==> config.mk <==
export PLATFORM = sky130hd
export DESIGN_NAME = usb_rx_sequencer_flat
export DESIGN_NICKNAME = d
export VERILOG_FILES = /design/src/rtl/usb_rx_sequencer_pkg.sv /design/src/rtl/usb_rx_sequencer_if.sv /design/src/rtl/usb_rx_sequencer_shifter.sv /design/src/rtl/usb_rx_sequencer.sv /design/src/flat_wrapper.sv
export SDC_FILE = /design/constraint.sdc
export NUM_CORES = 1
export LEC_CHECK = 0
export CORE_MARGIN = 2
export CORE_UTILIZATION = 25
export CTS_BUF_LIST = sky130_fd_sc_hd__clkbuf_2 sky130_fd_sc_hd__clkbuf_4 sky130_fd_sc_hd__clkbuf_8
export DETAILED_ROUTE_END_ITERATION = 16
export MAX_ROUTING_LAYER = met4
export SYNTH_ARGS = -nofsm -noshare
export SYNTH_HDL_FRONTEND = slang
export SYNTH_SLANG_ARGS = --single-unit
==> constraint.sdc <==
create_clock -name clk -period 1.7 [get_ports clk]
set_input_delay 0.255 -clock clk [delete_from_list [all_inputs] [get_ports clk]]
set_output_delay 0.255 -clock clk [all_outputs]
set_load 0.01 [all_outputs]
==> src/rtl/usb_rx_sequencer_pkg.sv <==
// Shared types and constants for the USB full-speed receive sequencer.
package usb_rx_pkg;

    typedef enum logic [2:0] {
        IDLE,
        SYNC,
        DATA,
        EOP_WAIT,
        ERR
    } rx_state_e;

    localparam logic [7:0] SYNC_BYTE       = 8'h80;
    localparam int         DEF_STUFF_LIMIT = 6;
    localparam int         DEF_MAX_BYTES   = 64;

    // A PID byte carries its own check nibble: upper nibble is the complement of the lower.
    function automatic logic pid_valid(input logic [7:0] pid);
        return pid[7:4] == ~pid[3:0];
    endfunction

endpackage

==> src/rtl/usb_rx_sequencer_if.sv <==
// Bit-stream inputs from the NRZI decoder / bit timer and status/FIFO outputs of the RX sequencer.
interface usb_rx_sequencer_if;

    logic       d_edge;
    logic       shift_enable;
    logic       d_orig;
    logic       eop;
    logic       rcving;
    logic       w_enable;
    logic [7:0] rx_data;
    logic       r_error;
    logic [6:0] byte_count;

    modport master (
        output d_edge, shift_enable, d_orig, eop,
        input  rcving, w_enable, rx_data, r_error, byte_count
    );

    modport slave (
        input  d_edge, shift_enable, d_orig, eop,
        output rcving, w_enable, rx_data, r_error, byte_count
    );

endinterface

==> src/rtl/usb_rx_sequencer_shifter.sv <==
// LSB-first byte assembler: bits enter at bit 7 and shift down, so the first bit ends up in bit 0.
module rx_byte_shifter (
    input  logic       clk,
    input  logic       n_rst,
    input  logic       clear,
    input  logic       shift,
    input  logic       bit_in,
    output logic [7:0] byte_val,
    output logic [2:0] bit_cnt,
    output logic       byte_done
);

    logic [7:0] sr_q, sr_d;
    logic [2:0] cnt_q, cnt_d;

    always_ff @(posedge clk or negedge n_rst) begin
        if (!n_rst) begin
            sr_q  <= '0;
            cnt_q <= '0;
        end else begin
            sr_q  <= sr_d;
            cnt_q <= cnt_d;
        end
    end

    always_comb begin
        sr_d  = sr_q;
        cnt_d = cnt_q;
        if (clear) begin
            sr_d  = '0;
            cnt_d = '0;
        end else if (shift) begin
            sr_d  = {bit_in, sr_q[7:1]};
            cnt_d = cnt_q + 3'd1;
        end
    end

    // The completed byte is presented combinationally so the FSM can judge it on the same bit event.
    assign byte_val  = {bit_in, sr_q[7:1]};
    assign bit_cnt   = cnt_q;
    assign byte_done = shift && !clear && (cnt_q == 3'd7);

endmodule

==> src/rtl/usb_rx_sequencer.sv <==
// USB FS receive sequencer: SYNC check, bit unstuffing, byte assembly, EOP framing.
// Optional build macro RX_PID_CHECK_EN validates the first data byte as a PID.
//
// state    | meaning
// IDLE     | bus idle, waiting for d_edge to start a packet
// SYNC     | collecting the 8 SYNC bits, must equal 8'h80
// DATA     | assembling data bytes and writing them to the FIFO
// EOP_WAIT | end of packet seen, waiting for the bus to leave SE0
// ERR      | packet error, waiting for SE0 before resynchronising
module usb_rx_sequencer
    import usb_rx_pkg::*;
#(
    parameter int MAX_BYTES   = DEF_MAX_BYTES,
    parameter int STUFF_LIMIT = DEF_STUFF_LIMIT
) (
    input  logic                clk,
    input  logic                n_rst,
    usb_rx_sequencer_if.slave   bus
);

    localparam int ONES_W = $clog2(STUFF_LIMIT + 1);

    rx_state_e           state_q, state_d;
    logic                rcving_q, rcving_d;
    logic                w_enable_q, w_enable_d;
    logic                r_error_q, r_error_d;
    logic [7:0]          rx_data_q, rx_data_d;
    logic [6:0]          byte_count_q, byte_count_d;
    logic [ONES_W-1:0]   ones_q, ones_d;

    logic                bit_ev;
    logic                start;
    logic                in_pkt;
    logic                stuff_slot;
    logic                keep_bit;
    logic                stuff_err;
    logic                byte_done;
    logic [7:0]          byte_val;
    logic [2:0]          bit_cnt;
    logic                sync_ok;
    logic                overflow;
    logic                pid_bad;
    logic                data_byte;
    logic                write_ok;

    assign bit_ev     = bus.shift_enable;
    assign start      = (state_q == IDLE) && bus.d_edge;
    assign in_pkt     = (state_q == SYNC) || (state_q == DATA);
    assign stuff_slot = (ones_q == ONES_W'(STUFF_LIMIT));

    // eop outranks both stuffing and byte completion on the same bit event.
    assign keep_bit   = bit_ev && in_pkt && !bus.eop && !stuff_slot;
    assign stuff_err  = bit_ev && in_pkt && !bus.eop && stuff_slot && bus.d_orig;

    assign sync_ok    = (byte_val == SYNC_BYTE);
    assign overflow   = (byte_count_q == 7'(MAX_BYTES));
    assign data_byte  = byte_done && (state_q == DATA);

`ifdef RX_PID_CHECK_EN
    assign pid_bad    = (byte_count_q == 7'd0) && !pid_valid(byte_val);
`else
    assign pid_bad    = 1'b0;
`endif

    assign write_ok   = data_byte && !overflow && !pid_bad;

    rx_byte_shifter u_shifter (
        .clk       (clk),
        .n_rst     (n_rst),
        .clear     (start),
        .shift     (keep_bit),
        .bit_in    (bus.d_orig),
        .byte_val  (byte_val),
        .bit_cnt   (bit_cnt),
        .byte_done (byte_done)
    );

    always_ff @(posedge clk or negedge n_rst) begin
        if (!n_rst) begin
            state_q      <= IDLE;
            rcving_q     <= 1'b0;
            w_enable_q   <= 1'b0;
            r_error_q    <= 1'b0;
            rx_data_q    <= 8'h00;
            byte_count_q <= '0;
            ones_q       <= '0;
        end else begin
            state_q      <= state_d;
            rcving_q     <= rcving_d;
            w_enable_q   <= w_enable_d;
            r_error_q    <= r_error_d;
            rx_data_q    <= rx_data_d;
            byte_count_q <= byte_count_d;
            ones_q       <= ones_d;
        end
    end

    always_comb begin
        state_d = state_q;
        case (state_q)
            IDLE: begin
                if (bus.d_edge) state_d = SYNC;
            end
            SYNC: begin
                if (bit_ev) begin
                    if (bus.eop)        state_d = ERR;
                    else if (stuff_err) state_d = ERR;
                    else if (byte_done) state_d = sync_ok ? DATA : ERR;
                end
            end
            DATA: begin
                if (bit_ev) begin
                    if (bus.eop)                                state_d = (bit_cnt == 3'd0) ? EOP_WAIT : ERR;
                    else if (stuff_err)                         state_d = ERR;
                    else if (byte_done && (overflow || pid_bad)) state_d = ERR;
                end
            end
            EOP_WAIT: begin
                if (bit_ev && !bus.eop) state_d = IDLE;
            end
            ERR: begin
                if (bit_ev && bus.eop) state_d = EOP_WAIT;
            end
            default: state_d = IDLE;
        endcase
    end

    always_comb begin
        rcving_d     = (state_d != IDLE);
        w_enable_d   = write_ok;
        r_error_d    = r_error_q;
        rx_data_d    = rx_data_q;
        byte_count_d = byte_count_q;
        ones_d       = ones_q;

        if (start) begin
            r_error_d    = 1'b0;
            byte_count_d = '0;
            ones_d       = '0;
        end else begin
            if ((state_d == ERR) && (state_q != ERR)) r_error_d = 1'b1;
            if (data_byte) rx_data_d = byte_val;
            if (write_ok) byte_count_d = byte_count_q + 7'd1;
            if (bit_ev && in_pkt && !bus.eop) begin
                if (stuff_slot)       ones_d = '0;
                else if (bus.d_orig)  ones_d = ones_q + ONES_W'(1);
                else                  ones_d = '0;
            end
        end
    end

    assign bus.rcving     = rcving_q;
    assign bus.w_enable   = w_enable_q;
    assign bus.r_error    = r_error_q;
    assign bus.rx_data    = rx_data_q;
    assign bus.byte_count = byte_count_q;

endmodule

==> src/flat_wrapper.sv <==
// flat-port wrapper written by rule: the top's interface ports become plain ports
module usb_rx_sequencer_flat import usb_rx_pkg::*;
#(
    parameter int MAX_BYTES   = DEF_MAX_BYTES,
    parameter int STUFF_LIMIT = DEF_STUFF_LIMIT
)
  (clk, n_rst, bus_d_edge, bus_shift_enable, bus_d_orig, bus_eop, bus_rcving, bus_w_enable, bus_rx_data, bus_r_error, bus_byte_count);
  usb_rx_sequencer_if bus_i ();
  input  logic clk;
  input  logic n_rst;
  input wire logic [$bits(bus_i.d_edge)-1:0] bus_d_edge;
  input wire logic [$bits(bus_i.shift_enable)-1:0] bus_shift_enable;
  input wire logic [$bits(bus_i.d_orig)-1:0] bus_d_orig;
  input wire logic [$bits(bus_i.eop)-1:0] bus_eop;
  output wire logic [$bits(bus_i.rcving)-1:0] bus_rcving;
  output wire logic [$bits(bus_i.w_enable)-1:0] bus_w_enable;
  output wire logic [$bits(bus_i.rx_data)-1:0] bus_rx_data;
  output wire logic [$bits(bus_i.r_error)-1:0] bus_r_error;
  output wire logic [$bits(bus_i.byte_count)-1:0] bus_byte_count;
  assign bus_i.d_edge = bus_d_edge;
  assign bus_i.shift_enable = bus_shift_enable;
  assign bus_i.d_orig = bus_d_orig;
  assign bus_i.eop = bus_eop;
  assign bus_rcving = bus_i.rcving;
  assign bus_w_enable = bus_i.w_enable;
  assign bus_rx_data = bus_i.rx_data;
  assign bus_r_error = bus_i.r_error;
  assign bus_byte_count = bus_i.byte_count;
  usb_rx_sequencer #(.MAX_BYTES(MAX_BYTES), .STUFF_LIMIT(STUFF_LIMIT)) u_core (.clk(clk), .n_rst(n_rst), .bus(bus_i));
endmodule
==> flow_summary_export.csv <==
group,metric,value,unit
outcome,outcome,"complete, but fails checks",
outcome,violations,"negative setup slack",
placed_design,dp_hpwl,3160,um
finish,fin_area,2780,sq um
critical_path,critPathLaunchType,"flop",
finish,nNetsFinal,269,
route,drtPass1Iterations,4,
floorplanning,die_x,88.7,um
flow_run,drv_cap,0,
finish,nFillCells,681,
synth,yosysWarnings,0,
route,vias,1535,
clock_network,cts_tree,"yes",
critical_path,critPathKind,"reg -> reg",
finish,area_delta_synth_final,54.8,%
grt,grt_busiest_layer,"met2",
floorplanning,num_io_pins,24,
power,power_density,957,nW/um^2
timing,tightest_slew,0.434,ns
placed_design,placed_cells,337,
synth,synth_area,1790,sq um
clock_network,path_clk_slew,0.07,ns
critical_path,path_cells,"ha_2 > ha_4 > a21bo_4 > nor4b_4 > buf_4 > buf_4 > nand2_2 > xor2_1 > nor2_1",
synth,synth_cell_types,43,
clock_network,cts_root_buf,"clkbuf_8",
placed_design,gp_congestion,0.852,
grt,grt_util_met2,0.189,
placed_design,dp_slack,-0.396,ns
timing,min_period,1.96,ns
synth,synth-seq-area-share,0.474,
finish,utilization,0.404,
clock_network,cts_sinks,34,
critical_path,worst-path-max-fanout,5,
critical_path,cp.buffers_inverters,2,
timing,rsz0062_at_grt,"yes",
critical_path,timing.critical_path.slowest_cell_delay,0.38,ns
power,vdd_drop_max,0.337,mV
grt,grt-ovfl-total,0,
critical_path,r2r.worst_path.cells,9,
synth,netlist_instances,174,
placed_design,place_area,2560,sq um
worst_hold_path,hold_path.class,"in -> async",
placed_design,io_buffers,23,
route,drcViolationCount,0,
power,leakage,1.27,nW
floorplanning,fp-row-count,30,
clock_network,ctsHoldBuffers,0,
clock_network,htree_num_levels,2,
timing,finalClockSkew,0.00308,ns
critical_path,crit_family,"simple AND/OR/NAND/NOR gates",
critical_path,critPathSlowestCell,"dfrtp_1",
route,vias_per_cell,4.35,
timing,fin_ws,-0.263,ns
synth,synth_area_leaders,"dfrtp_1, mux2_2, ha_1, inv_1, o21ai_0",
floorplanning,start_util,0.261,
finish,num_antenna_cells,0,
timing,fmax,510,MHz
route,ant_nets,0,
timing,tns,-4.08,ns
finish,drive_above_1_share,0.389,
clock_network,clk_latency,0.28,ns
route,drtIter0Drc,60,
timing,hold_viol,0,
route,wl_per_cell,12.3,um
route,wl,4340,um
synth,ys_ff_latch,34,
timing,relSlewSlack,0.711,
critical_path,required,1.87,ns
synth,yosysTopAreaCellShare,0.474,
floorplanning,dieArea,7870,sq um
critical_path,crit_path_frequent_cell,"buf_4",
synth,syn_nets,187,
critical_path,worst-path-stages,9,
grt,met1_usage,0.168,
clock_network,cts_buffers,5,
finish,mostFrequentLayoutCell,"buf_4",
critical_path,cp-end-kind,"flop",
floorplanning,core_area,6870,sq um
finish,instances_no_fill,353,
grt,antenna_found_initial,0,
timing,maxSlewViolCount,0,
grt,gr-usage-met3,0.0289,
timing,setup_viol,19,
power,total_power,2.66,mW
timing,timing.hold.ws,0.382,ns
grt,grt_pass1_wl,7400,um
synth,yosysTopAreaCell,"dfrtp_1",
timing,fin_crit_sh,1.15,
synth,avgSynthCellArea,10.3,sq um
grt,grt_max_degree,35,
grt,grt_pass1_vias,1549,
floorplanning,die_y,88.7,um
finish,final_cell_mix,"buf_4, dfrtp_1, clkdlybuf4s50_1",
grt,grtUsageTotal,0.126,
critical_path,cp.arrival,2.14,ns
clock_network,cts_buffer_depth,2,
-- sequential cells by signal (all words and copies together), names as in the netlist --
| name | count |
|---|---|
| u_core.bus.byte_count | 7 |
| u_core.bus.r_error | 1 |
| u_core.bus.rcving | 1 |
| u_core.bus.rx_data | 8 |
| u_core.bus.w_enable | 1 |
| u_core.ones_q | 3 |
| u_core.state_q | 3 |
| u_core.u_shifter.bit_cnt | 3 |
| u_core.u_shifter.sr_q | 7 |
-- worst paths after layout --
path	from	end	slack, ns
hold reg to reg	u_core.bus.r_error	u_core.bus.r_error	0.49
min in group clk	u_core.bus.r_error	u_core.bus.r_error	0.49
max in group asynchronous	n_rst	u_core.bus.rx_data[7]	1.01
setup reg to reg	u_core.u_shifter.bit_cnt[0]	u_core.bus.byte_count[4]	-0.26
setup / recovery	u_core.u_shifter.bit_cnt[0]	u_core.bus.byte_count[4]	-0.26
hold / removal	n_rst	u_core.bus.byte_count[3]	0.38
-- cells in the mapped netlist --
master and n:
nor2b_1 4, inv_1 15, mux2i_1 2, nor4_1 1, nand3b_1 1, buf_2 2
a211oi_2 1, a21bo_2 1, a21boi_0 1, nor4b_2 2, o221ai_1 1, nand2_1 10
nand4bb_1 1, o32a_1 1, o311ai_1 1, o21a_1 1, clkbuf_1 1, nor2_1 11
and3_1 3, o21ai_0 11, and2_1 3, nor3_1 2, mux2_2 8, o211ai_1 2
ha_1 7, nand3_1 10, nor3b_4 1, a21oi_1 7, a31oi_1 1, nand4_1 3
o31ai_1 1, nor4b_4 1, nor3b_1 3, and4_1 1, or3_1 2, xor2_1 4
a22oi_1 1, nor4b_1 1, xnor2_1 1, nand2b_1 5, buf_4 4, o21ai_2 1
dfrtp_1 34
-- cell type report --
class | instances | area, sq um | area share
Clock buffer | 7 | 90.1 | 0.0324
Clock inverter | 1 | 5.00 | 0.00180
Inverter | 15 | 56.3 | 0.0203
Multi-Input combinational cell | 118 | 968 | 0.349
Sequential cell | 34 | 851 | 0.306
Tap cell | 96 | 120 | 0.0432
Timing Repair Buffer | 82 | 687 | 0.247
-- cell families (layout without fill, tap and decap cells) --
logic type	after synthesis	in the layout	share of synthesized area
DFF	34	34	0.474
adders and majority gates	7	7	0.0488
buffers and inverters	22	105	0.0558
muxes	10	10	0.0614
xor gates and xnor gates	5	5	0.0244
AOI/OAI and AO/OA	31	31	0.112
and+or+nand+nor	65	65	0.224
-- what timing repair did --
item | CTS | global route
pin swaps | 5 | 9
resized for setup | 4 | 14
setup buffers | 1 | 8
setup endpoints to repair | 19 | 29
hold endpoints to repair | 0 | 0
-- metal layers --
metal	wire length, um	vias to the layer above
met3	125	6
li1	-	768
met2	1990	22
met4	59	0
met1	2160	739
met5	0	-
-- where the power goes --
part	leakage (nW)	switching [mW]	total, mW	internal, mW
Sequential	0.465	0.0871	0.999	0.912
Combinational	0.753	0.478	1.03	0.553
Clock	0.0517	0.286	0.628	0.343
No activity file was read; power rests on OpenSTA's default activity.
